File: config.mk
export PLATFORM = sky130hd
export DESIGN_NAME = tq_enq_responder
export DESIGN_NICKNAME = d
export VERILOG_FILES = /design/src/rtl/tq_enq_responder_pkg.sv /design/src/rtl/tq_enq_responder_pend_fifo.sv /design/src/rtl/tq_enq_responder.sv
export SDC_FILE = /design/constraint.sdc
export NUM_CORES = 1
export LEC_CHECK = 0
export CORE_UTILIZATION = 25
export CTS_CLUSTER_DIAMETER = 150
export DETAILED_ROUTE_END_ITERATION = 16
export DONT_BUFFER_PORTS = 1
export PLACE_DENSITY = 0.5
export SLEW_MARGIN = 20
export SYNTH_ARGS = -nofsm -noshare
export SYNTH_HDL_FRONTEND = slang
export SYNTH_SLANG_ARGS = --single-unit
export TNS_END_PERCENT = 30
File: constraint.sdc
create_clock -name clk -period 3.2 [get_ports clk]
set_input_delay 0.64 -clock clk [delete_from_list [all_inputs] [get_ports clk]]
set_output_delay 0.64 -clock clk [all_outputs]
set_load 0.02 [all_outputs]
File: src/rtl/tq_enq_responder_pkg.sv
// Shared swarm types used by the task-queue enqueue responder, plus the
// pending-entry layout private to the responder.
package tq_enq_responder_pkg;

  typedef logic [3:0] tsb_entry_id_t;
  typedef logic [7:0] epoch_t;
  typedef logic [5:0] tq_slot_t;

  typedef struct packed {
    logic [7:0]  fn_id;
    logic [15:0] ts;
    logic [31:0] arg;
  } task_t;

  // One outstanding enqueue: who asked, and whether the task queue was
  // already known full at acceptance (answered locally, never forwarded).
  typedef struct packed {
    tsb_entry_id_t tsb_id;
    logic          local_nack;
  } pend_entry_t;

  localparam int STAT_W = 32;

  // Occupancy counter width for a FIFO of the given depth.
  function automatic int pend_cnt_w(input int depth);
    return $clog2(depth) + 1;
  endfunction

endpackage

File: src/rtl/tq_enq_responder_pend_fifo.sv
// In-order pending FIFO for tq_enq_responder. Push is accepted when not
// full or when a pop happens in the same cycle; head is the oldest entry.
module pend_fifo
  import tq_enq_responder_pkg::*;
#(
  parameter int DEPTH = 4
) (
  input  logic        clk,
  input  logic        rst,
  input  logic        push,
  input  pend_entry_t push_entry,
  input  logic        pop,
  output logic        full,
  output logic        empty,
  output pend_entry_t head
);

  localparam int PTR_W = $clog2(DEPTH);
  localparam int CNT_W = pend_cnt_w(DEPTH);

  pend_entry_t      mem [DEPTH];
  logic [PTR_W-1:0] wr_ptr;
  logic [PTR_W-1:0] rd_ptr;
  logic [CNT_W-1:0] count;
  logic             push_ok;
  logic             pop_ok;

  // Qualify push/pop against occupancy; push at full needs a concurrent pop.
  always_comb begin
    full    = (count == CNT_W'(DEPTH));
    empty   = (count == '0);
    pop_ok  = pop & ~empty;
    push_ok = push & (~full | pop_ok);
    head    = mem[rd_ptr];
  end

  // Pointers wrap naturally because DEPTH is a power of two.
  always_ff @(posedge clk) begin
    if (rst) begin
      wr_ptr <= '0;
      rd_ptr <= '0;
    end else begin
      if (push_ok) wr_ptr <= wr_ptr + PTR_W'(1);
      if (pop_ok)  rd_ptr <= rd_ptr + PTR_W'(1);
    end
  end

  // Occupancy tracking.
  always_ff @(posedge clk) begin
    if (rst) begin
      count <= '0;
    end else begin
      case ({push_ok, pop_ok})
        2'b10:   count <= count + CNT_W'(1);
        2'b01:   count <= count - CNT_W'(1);
        default: count <= count;
      endcase
    end
  end

  // Storage; contents are don't-care while the slot is unoccupied.
  always_ff @(posedge clk) begin
    if (push_ok) mem[wr_ptr] <= push_entry;
  end

endmodule

File: src/rtl/tq_enq_responder.sv
// Task-queue enqueue responder: forwards TSB enqueue requests to the task
// queue, answers locally when the queue is known full, and returns one
// in-order response per accepted request.
// Optional feature macro: TQ_ENQ_STATS_EN enables saturating ack/nack counters.
module tq_enq_responder
  import tq_enq_responder_pkg::*;
#(
  parameter int PEND_DEPTH = 4
) (
  input  logic                clk,
  input  logic                rst,
  input  logic                task_enq_valid,
  output logic                task_enq_ready,
  input  task_t               task_enq_data,
  input  logic                task_enq_tied,
  input  tsb_entry_id_t       task_enq_tsb_id,
  input  logic                tq_full,
  output logic                tq_enq_valid,
  input  logic                tq_enq_ready,
  output task_t               tq_enq_data,
  output logic                tq_enq_tied,
  input  logic                tq_resp_valid,
  output logic                tq_resp_ready,
  input  logic                tq_resp_accept,
  input  epoch_t              tq_resp_epoch,
  input  tq_slot_t            tq_resp_slot,
  output logic                task_resp_valid,
  input  logic                task_resp_ready,
  output logic                task_resp_ack,
  output tsb_entry_id_t       task_resp_tsb_id,
  output epoch_t              task_resp_epoch,
  output tq_slot_t            task_resp_tq_slot,
  output logic [STAT_W-1:0]   stat_n_ack,
  output logic [STAT_W-1:0]   stat_n_nack,
  output logic                empty
);

  pend_entry_t pend_head;
  pend_entry_t push_entry;
  logic        pend_full;
  logic        pend_empty;
  logic        pend_push;
  logic        pend_pop;
  logic        head_valid;
  logic        out_free;
  logic        local_pop;
  logic        resp_fire;
  logic        enq_fire;

  pend_fifo #(
    .DEPTH (PEND_DEPTH)
  ) u_pend_fifo (
    .clk        (clk),
    .rst        (rst),
    .push       (pend_push),
    .push_entry (push_entry),
    .pop        (pend_pop),
    .full       (pend_full),
    .empty      (pend_empty),
    .head       (pend_head)
  );

  // Handshake decode: the head either self-retires (local nack) or waits
  // for the task queue's outcome; both need the output stage free.
  always_comb begin
    head_valid     = ~pend_empty;
    out_free       = ~task_resp_valid | task_resp_ready;
    local_pop      = ~rst & head_valid & pend_head.local_nack & out_free;
    tq_resp_ready  = ~rst & head_valid & ~pend_head.local_nack & out_free;
    resp_fire      = tq_resp_valid & tq_resp_ready;
    pend_pop       = local_pop | resp_fire;
    task_enq_ready = ~rst & ~(pend_full & ~pend_pop) & (~tq_enq_valid | tq_enq_ready);
    enq_fire       = task_enq_valid & task_enq_ready;
    pend_push      = enq_fire;
    push_entry     = '{tsb_id: task_enq_tsb_id, local_nack: tq_full};
    empty          = rst | (pend_empty & ~tq_enq_valid & ~task_resp_valid);
  end

  // Forward stage toward the task queue; held until the queue takes it.
  always_ff @(posedge clk) begin
    if (rst) begin
      tq_enq_valid <= 1'b0;
      tq_enq_data  <= '0;
      tq_enq_tied  <= 1'b0;
    end else if (enq_fire && !tq_full) begin
      tq_enq_valid <= 1'b1;
      tq_enq_data  <= task_enq_data;
      tq_enq_tied  <= task_enq_tied;
    end else if (tq_enq_ready) begin
      tq_enq_valid <= 1'b0;
    end
  end

  // Registered response stage toward the TSB.
  always_ff @(posedge clk) begin
    if (rst) begin
      task_resp_valid   <= 1'b0;
      task_resp_ack     <= 1'b0;
      task_resp_tsb_id  <= '0;
      task_resp_epoch   <= '0;
      task_resp_tq_slot <= '0;
    end else if (local_pop) begin
      task_resp_valid   <= 1'b1;
      task_resp_ack     <= 1'b0;
      task_resp_tsb_id  <= pend_head.tsb_id;
      task_resp_epoch   <= '0;
      task_resp_tq_slot <= '0;
    end else if (resp_fire) begin
      task_resp_valid   <= 1'b1;
      task_resp_ack     <= tq_resp_accept;
      task_resp_tsb_id  <= pend_head.tsb_id;
      task_resp_epoch   <= tq_resp_epoch;
      task_resp_tq_slot <= tq_resp_slot;
    end else if (task_resp_ready) begin
      task_resp_valid   <= 1'b0;
    end
  end

`ifdef TQ_ENQ_STATS_EN
  // Saturating response counters, split by ack value.
  always_ff @(posedge clk) begin
    if (rst) begin
      stat_n_ack  <= '0;
      stat_n_nack <= '0;
    end else if (task_resp_valid && task_resp_ready) begin
      if (task_resp_ack && (stat_n_ack != '1))
        stat_n_ack <= stat_n_ack + STAT_W'(1);
      if (!task_resp_ack && (stat_n_nack != '1))
        stat_n_nack <= stat_n_nack + STAT_W'(1);
    end
  end
`else
  assign stat_n_ack  = '0;
  assign stat_n_nack = '0;
`endif

`ifndef SYNTHESIS
  // A task-queue outcome with no forwarded request at the head is a
  // protocol error upstream; it is stalled and reported here.
  always @(posedge clk) begin
    if (!rst && tq_resp_valid)
      assert (head_valid && !pend_head.local_nack)
        else $warning("tq_enq_responder: tq_resp_valid with no forwarded request at FIFO head");
  end
`endif

endmodule

* Word-level counts from Yosys, hierarchy flattened *
Memories as Yosys holds them, arrays and structs flattened. A register that Yosys moved wholly into a read port is not among the register bits.
Cells that the tools add are included.

operators by class
  reduce and logical (&&, ||, !) cells = 8
  muxes and demuxes = 12
  divide/modulo/power cells = 0
  add/subtract/negate cells = 4
  magnitude comparators = 0
  equality and inequality tests = 3
  multiply operators = 0
  shifts and indexed selects = 0
  bitwise operators = 27

operators with widths
  operator               number
  $and A1 B1 Y1          14
  $mux W4                2
  $not A1 Y1             8
  $mux W1                7
  $pmux W3 S2            1
  $reduce_bool A2 Y1     3
  $or A1 B1 Y1           5
  $add A2 B1 Y2 const B  2
  $mux W2                2
  $add A3 B1 Y3 const B  1
  $eq A3 B3 Y1 const B   1
  $logic_not A3 Y1       1
  $reduce_bool A3 Y1     1
  $sub A3 B1 Y3 const B  1
  $eq A2 B1 Y1 const B   1
  $eq A2 B2 Y1 const B   1
  $reduce_or A2 Y1       1
  $logic_and A1 B1 Y1    1
  $logic_not A1 Y1       1

storage, ports and cells
  output and inout port bits = 145
  bits in registers = 85
  bits in writable memories = 20
  latch bits = 0
  input bits = 83
  bits in read-only memories = 0
  memories kept = 1

memory list
  name             depth  bits a word  read ports  clocked after Yosys merged registers in  wr ports  line                              text
  u_pend_fifo.mem  4      5            1           1                                        1         tq_enq_responder_pend_fifo.sv:21  pend_entry_t mem [DEPTH];

* Longest topological paths before layout *
  depth after elaboration = 16
  gate-level depth with buffers = 11
  depth with buffers taken out = 10

* Cells and area by module *
A second synthesis with hierarchy kept.

unflattened totals
  cells, all modules = 485
  area total of the unflattened synthesis = 5138.7 um^2

modules (own cells, without submodules)
  module            seq. area each (um^2)  times used  area each (um^2)  cells each
  tq_enq_responder  1561.5                 1           3872.5            395
  pend_fifo         780.7                  1           1266.2            90

* Worst setup path before layout *
OpenSTA, ideal clock, no wires.

  path kind = input-to-reg
  start = in task_resp_ready
  end = reg u_pend_fifo.count[2]
  slack = 0.491 ns
  library setup time = 0.070 ns
  stages on the path = 10
  arrival = 2.639 ns
  path through = nor2b_1 -> a2111oi_4 -> a41o_1 -> inv_2 -> ha_1 -> inv_1 -> fa_1 -> xor2_1 -> or3_1 -> a21oi_1

on the way
  word-level cells in the longest chain between the ends = 13

RTL lines
  element                                                   line                              text
  from (decl)                                               tq_enq_responder.sv:28            input logic task_resp_ready,
  $or A1 B1 Y1 *                                            tq_enq_responder.sv:67            out_free = ~task_resp_valid | task_resp_ready;
  $and A1 B1 Y1                                             tq_enq_responder.sv:69            tq_resp_ready = ~rst & head_valid & ~pend_head.local_nack & out_free;
  $and A1 B1 Y1                                             tq_enq_responder.sv:70            resp_fire = tq_resp_valid & tq_resp_ready;
  $or A1 B1 Y1 *                                            tq_enq_responder.sv:71            pend_pop = local_pop | resp_fire;
  $not A1 Y1                                                tq_enq_responder.sv:72            task_enq_ready = ~rst & ~(pend_full & ~pend_pop) & (~tq_enq_valid | tq_enq_ready);
  $and A1 B1 Y1                                             tq_enq_responder.sv:72
  $not A1 Y1                                                tq_enq_responder.sv:72
  $and A1 B1 Y1 (2 in a row)                                tq_enq_responder.sv:72
  $and A1 B1 Y1                                             tq_enq_responder.sv:73            enq_fire = task_enq_valid & task_enq_ready;
  $and A1 B1 Y1                                             tq_enq_responder_pend_fifo.sv:33  push_ok = push & (~full | pop_ok);
  $eq A2 B1 Y1 / $eq A2 B2 Y1 (equally long branches)       tq_enq_responder_pend_fifo.sv:53  case ({push_ok, pop_ok})
  $pmux W3 S2 / $reduce_bool A2 Y1 (equally long branches)  --
  to (signal assigned)                                      tq_enq_responder_pend_fifo.sv:54  2'b10: count <= count + CNT_W'(1);
  to (signal assigned)                                      tq_enq_responder_pend_fifo.sv:55  2'b01: count <= count - CNT_W'(1);
  to (signal assigned)                                      tq_enq_responder_pend_fifo.sv:56  default: count <= count;
  to (decl)                                                 tq_enq_responder_pend_fifo.sv:24  logic [CNT_W-1:0] count;

Every way passes the cells marked *; elsewhere a longest branch is shown, timed or not.
A chain may end at the register's enable or synchronous reset.

==> impl_summary.txt <==
----------------------------------------------------
[Outcome]
  Result of the run ... finished, final reports clean

[Power and ir drop]
  VDD IR-drop max ... 0.262 mV
  Leakage power of the design ... 0.00213 µW
  Power density normalized to cell area ... 677 nW/µm²

[Global routing]
  Wire length of the first global-routing pass ... 14,600 µm
  Number of antenna violations at the first check in global routing ... 0
  Total congestion overflow after global routing ... 0
  Total global routing track utilization ... under 10%
  Number of global-route vias before repair ... about 2,800
  Largest net degree at the start of global routing ... 96

[STA]
  Slew Limit Fails ... 0
  Post-Route Skew ... 7.79 ps
  Final min period ... 2890 ps
  Final sum of negative setup slack ... 0 ps
  Final number of hold-violating endpoints ... 0
  RSZ-0062 raised after global routing ... no
  Fraction of the cycle the final worst path needs ... 90.4%
  Highest achievable clock rate ... 346 MHz
  Headroom to the max-slew limit ... 42.1%
  Worst-margin pin slew ... 869 ps
  Setup violations, final ... 0

[Placed design]
  Count of buffers inserted at the top-level ports ... 0
  Number of placed instances with taps included ... 669
  RD Place Congestion ... roughly 0.64
  Detailed-placement wirelength estimate ... between 7000 and 8000 µm

[Min path]
  Type of the worst min-delay path ... in2reg

[Critical path]
  Worst-path maximum fanout ... 7
  Data arrival, critical path ... between 2000 and 2500 ps
  Worst path cell trace ... mux2i_1 -> a2111oi_4 -> nand2_1 -> a21boi_0 -> buf_4
  Worst path max stage delay ... approximately 530 ps
  Standard cell with the maximum stage delay on the critical path ... sky130_fd_sc_hd__dfxtp_1
  Type of element launching the critical path ... flip-flop
  Category of the most critical setup path ... reg2out
  CP Data Required Time ... 2560 ps
  Type of destination of the critical path ... primary output

[Synth]
  Largest area contributor in the synthesized netlist ... sky130_fd_sc_hd__dfxtp_1
  Fraction of the mapped netlist area in adder cells ... 1.67%
  Fraction of synthesis flops using an asynchronous set or reset pin ... 0%
  Commonest cells in the synthesized netlist ... 87 x sky130_fd_sc_hd__dfxtp_1, 65 x sky130_fd_sc_hd__buf_4, 60 x sky130_fd_sc_hd__nor2b_1
  Main flop type after synthesis ... sky130_fd_sc_hd__dfxtp_1
  Yosys top cell area share ... 35.1%
  Cell types with the largest area share after synthesis ... sky130_fd_sc_hd__dfxtp_1 35%, sky130_fd_sc_hd__mux2_2 12%, sky130_fd_sc_hd__edfxtp_1 12%, sky130_fd_sc_hd__buf_4 9.8%, sky130_fd_sc_hd__nor2b_1 7.6%
  Synthesis Warnings ... 0
  Multiplexer fraction of the synthesized cell area ... 21.1%
  Instance count of the mapped netlist ... 420
  Number of different library cells in the post-synthesis netlist ... 40
  Sequential area share after synthesis ... 47.2%
  Dominant combinational cell family by area after synthesis ... multiplexers
  EDFF count, synth ... 20
  Synth Area per Inst ... 11.8 µm²
  Area of the mapped netlist ... 4960 µm²
  Complex-gate fraction of the synthesized area ... 3.26%
  Post-synthesis share of cell area spent on and, or, nand and nor gates ... a little over an eighth
  Post-synthesis register bit count ... 107
  Fraction of synthesized cell area in xor and xnor cells ... less than 1%
  Most common cell in the netlist ... sky130_fd_sc_hd__dfxtp_1

[CTS]
  Number of H-tree levels ... 3
  Number of buffers inserted to repair setup after CTS ... 0
  Resized Gates After CTS ... 0
  TritonCTS clock tree ... built
  Later-pin clock latency in the skew report ... roughly 350 ps
  CTS Buf Count ... 9
  Number of hold buffers added after CTS ... 0
  Maximum clock insertion buffer count ... 2
  Number of sinks on the clock net ... 107
  Register clock-pin slew on the reported worst setup and hold paths ... 70 ps
  Clk Tree Root Cell ... sky130_fd_sc_hd__clkbuf_16

[Detailed routing]
  Residual antenna-violating net count after detailed routing ... 0
  DR vias/cell ... just over 4
  Count of unresolved DRC violations after routing ... 0
  Post-Route WL ... 10,000 µm
  Detailed router's first-iteration violation count ... 55
  Detailed-router iteration count before antenna repair ... 4
  Routed WL per cell ... 14.6 µm
  Routed vias ... 2,800

[Floorplanning]
  Starting density of the core ... 25.5%
  Cell Rows ... approximately 50
  IO Pins ... 228
  Total Die Area ... 20,400 µm²
  Core area ... 19,500 µm²
  Die Y ... ~140 µm
  Die span in x ... 143 µm

[Flow run]
  Maxcap violations ... 0

[Layout]
  Layout cells sized above 1 ... 25.1%
  Net count reported at finish ... approximately 510
  Area delta synth->final ... 6.51%
  N_diodes ... 0
  Number of non-filler instances in the completed layout ... 687

----------------------------------------------------
## per-layer routing
metal | part of all wire [%] | GRT usage [%]
met1 | 38 | 9.50
met3 | 9.7 | 4.26
met4 | 2.0 | 5.15
met5 | 0 | 0
met2 | 50 | 17.4
## state kept, by name, indices dropped and copies added (netlist names), named ones only
name,count
u_pend_fifo.mem,20
task_resp_tsb_id,4
tq_enq_valid,1
task_resp_valid,1
task_resp_tq_slot,6
u_pend_fifo.wr_ptr,2
task_resp_epoch,8
u_pend_fifo.rd_ptr,2
u_pend_fifo.count,3
task_resp_ack,1
tq_enq_tied,1
tq_enq_data,56
## worst max-delay path, delay by kind of cell (launching register included)
| family | cells | cell delay [ps] |
|---|---|---|
| AND/OR/NAND/NOR | 1 | 120 |
| AO/OA/AOI/OAI | 2 | 820 |
| buffers and inverters | 1 | 220 |
| multiplexers | 1 | 210 |
| flip-flops | 1 | 530 |
## layout make-up
| type | count | area, µm² |
|---|---|---|
| clock buffer | 10 | 250 |
| clock inverter | 6 | 38.8 |
| fill | 2060 | 14200 |
| inverter | 8 | 30.0 |
| multi-input combinational | 284 | 2230 |
| sequential | 107 | 2340 |
| tap | 265 | 332 |
| timing repair buffer | 7 | 52.6 |
## per-stage QoR
stage               hold WS (ps)  setup slack [ps]  utilization (%)  instance area, µm²  total power (µW)
finish                       353               307             27.1                5280              3570
global route                 323               172             27.1                5280              3790
CTS                          328              84.2             27.1                5270              3640
detailed placement           455               343             25.6                4980              2520
global placement             447               373             25.6                4980              2490
floorplan                    428               491                -                5190              2450
## layout by cell type, fill, tap and decap left out, types with 7 or more instances in the layout
master,count
sky130_fd_sc_hd__nor2_1,8
sky130_fd_sc_hd__dfxtp_1,87
sky130_fd_sc_hd__mux2_2,54
sky130_fd_sc_hd__nor3b_1,16
sky130_fd_sc_hd__buf_4,7
sky130_fd_sc_hd__edfxtp_1,20
sky130_fd_sc_hd__mux2_4,19
sky130_fd_sc_hd__nor2b_1,60
sky130_fd_sc_hd__inv_1,7
sky130_fd_sc_hd__clkbuf_16,10
sky130_fd_sc_hd__conb_1,64
sky130_fd_sc_hd__a21oi_1,10
## power by group
group          internal, µW  total (µW)  switching, µW
Clock                   573        1080            510
Combinational           319         672            353
Sequential             1550        1820            270
Total                  2440        3570           1130
## path summary, 6_finish.rpt
kind / from / endpoint / slack, ps / depth (start not counted)
max: flip-flop / task_enq_ready / 310 / 5
min: rst / task_resp_tsb_id[1] / 350 / 1
max reg2reg: flip-flop / u_pend_fifo.count[2] / 420 / 10
min reg2reg: u_pend_fifo.rd_ptr[1] / u_pend_fifo.rd_ptr[1] / 470 / 1
## cells by family after synthesis
family / count (synthesis)
other: 1
XOR/XNOR: 2
flip-flops: 107
AND/OR/NAND/NOR: 107
AO/OA/AOI/OAI: 23
adder cells (fa/ha/maj): 6
buffers and inverters: 92
multiplexers: 82
(Power assumes the default switching activity.)
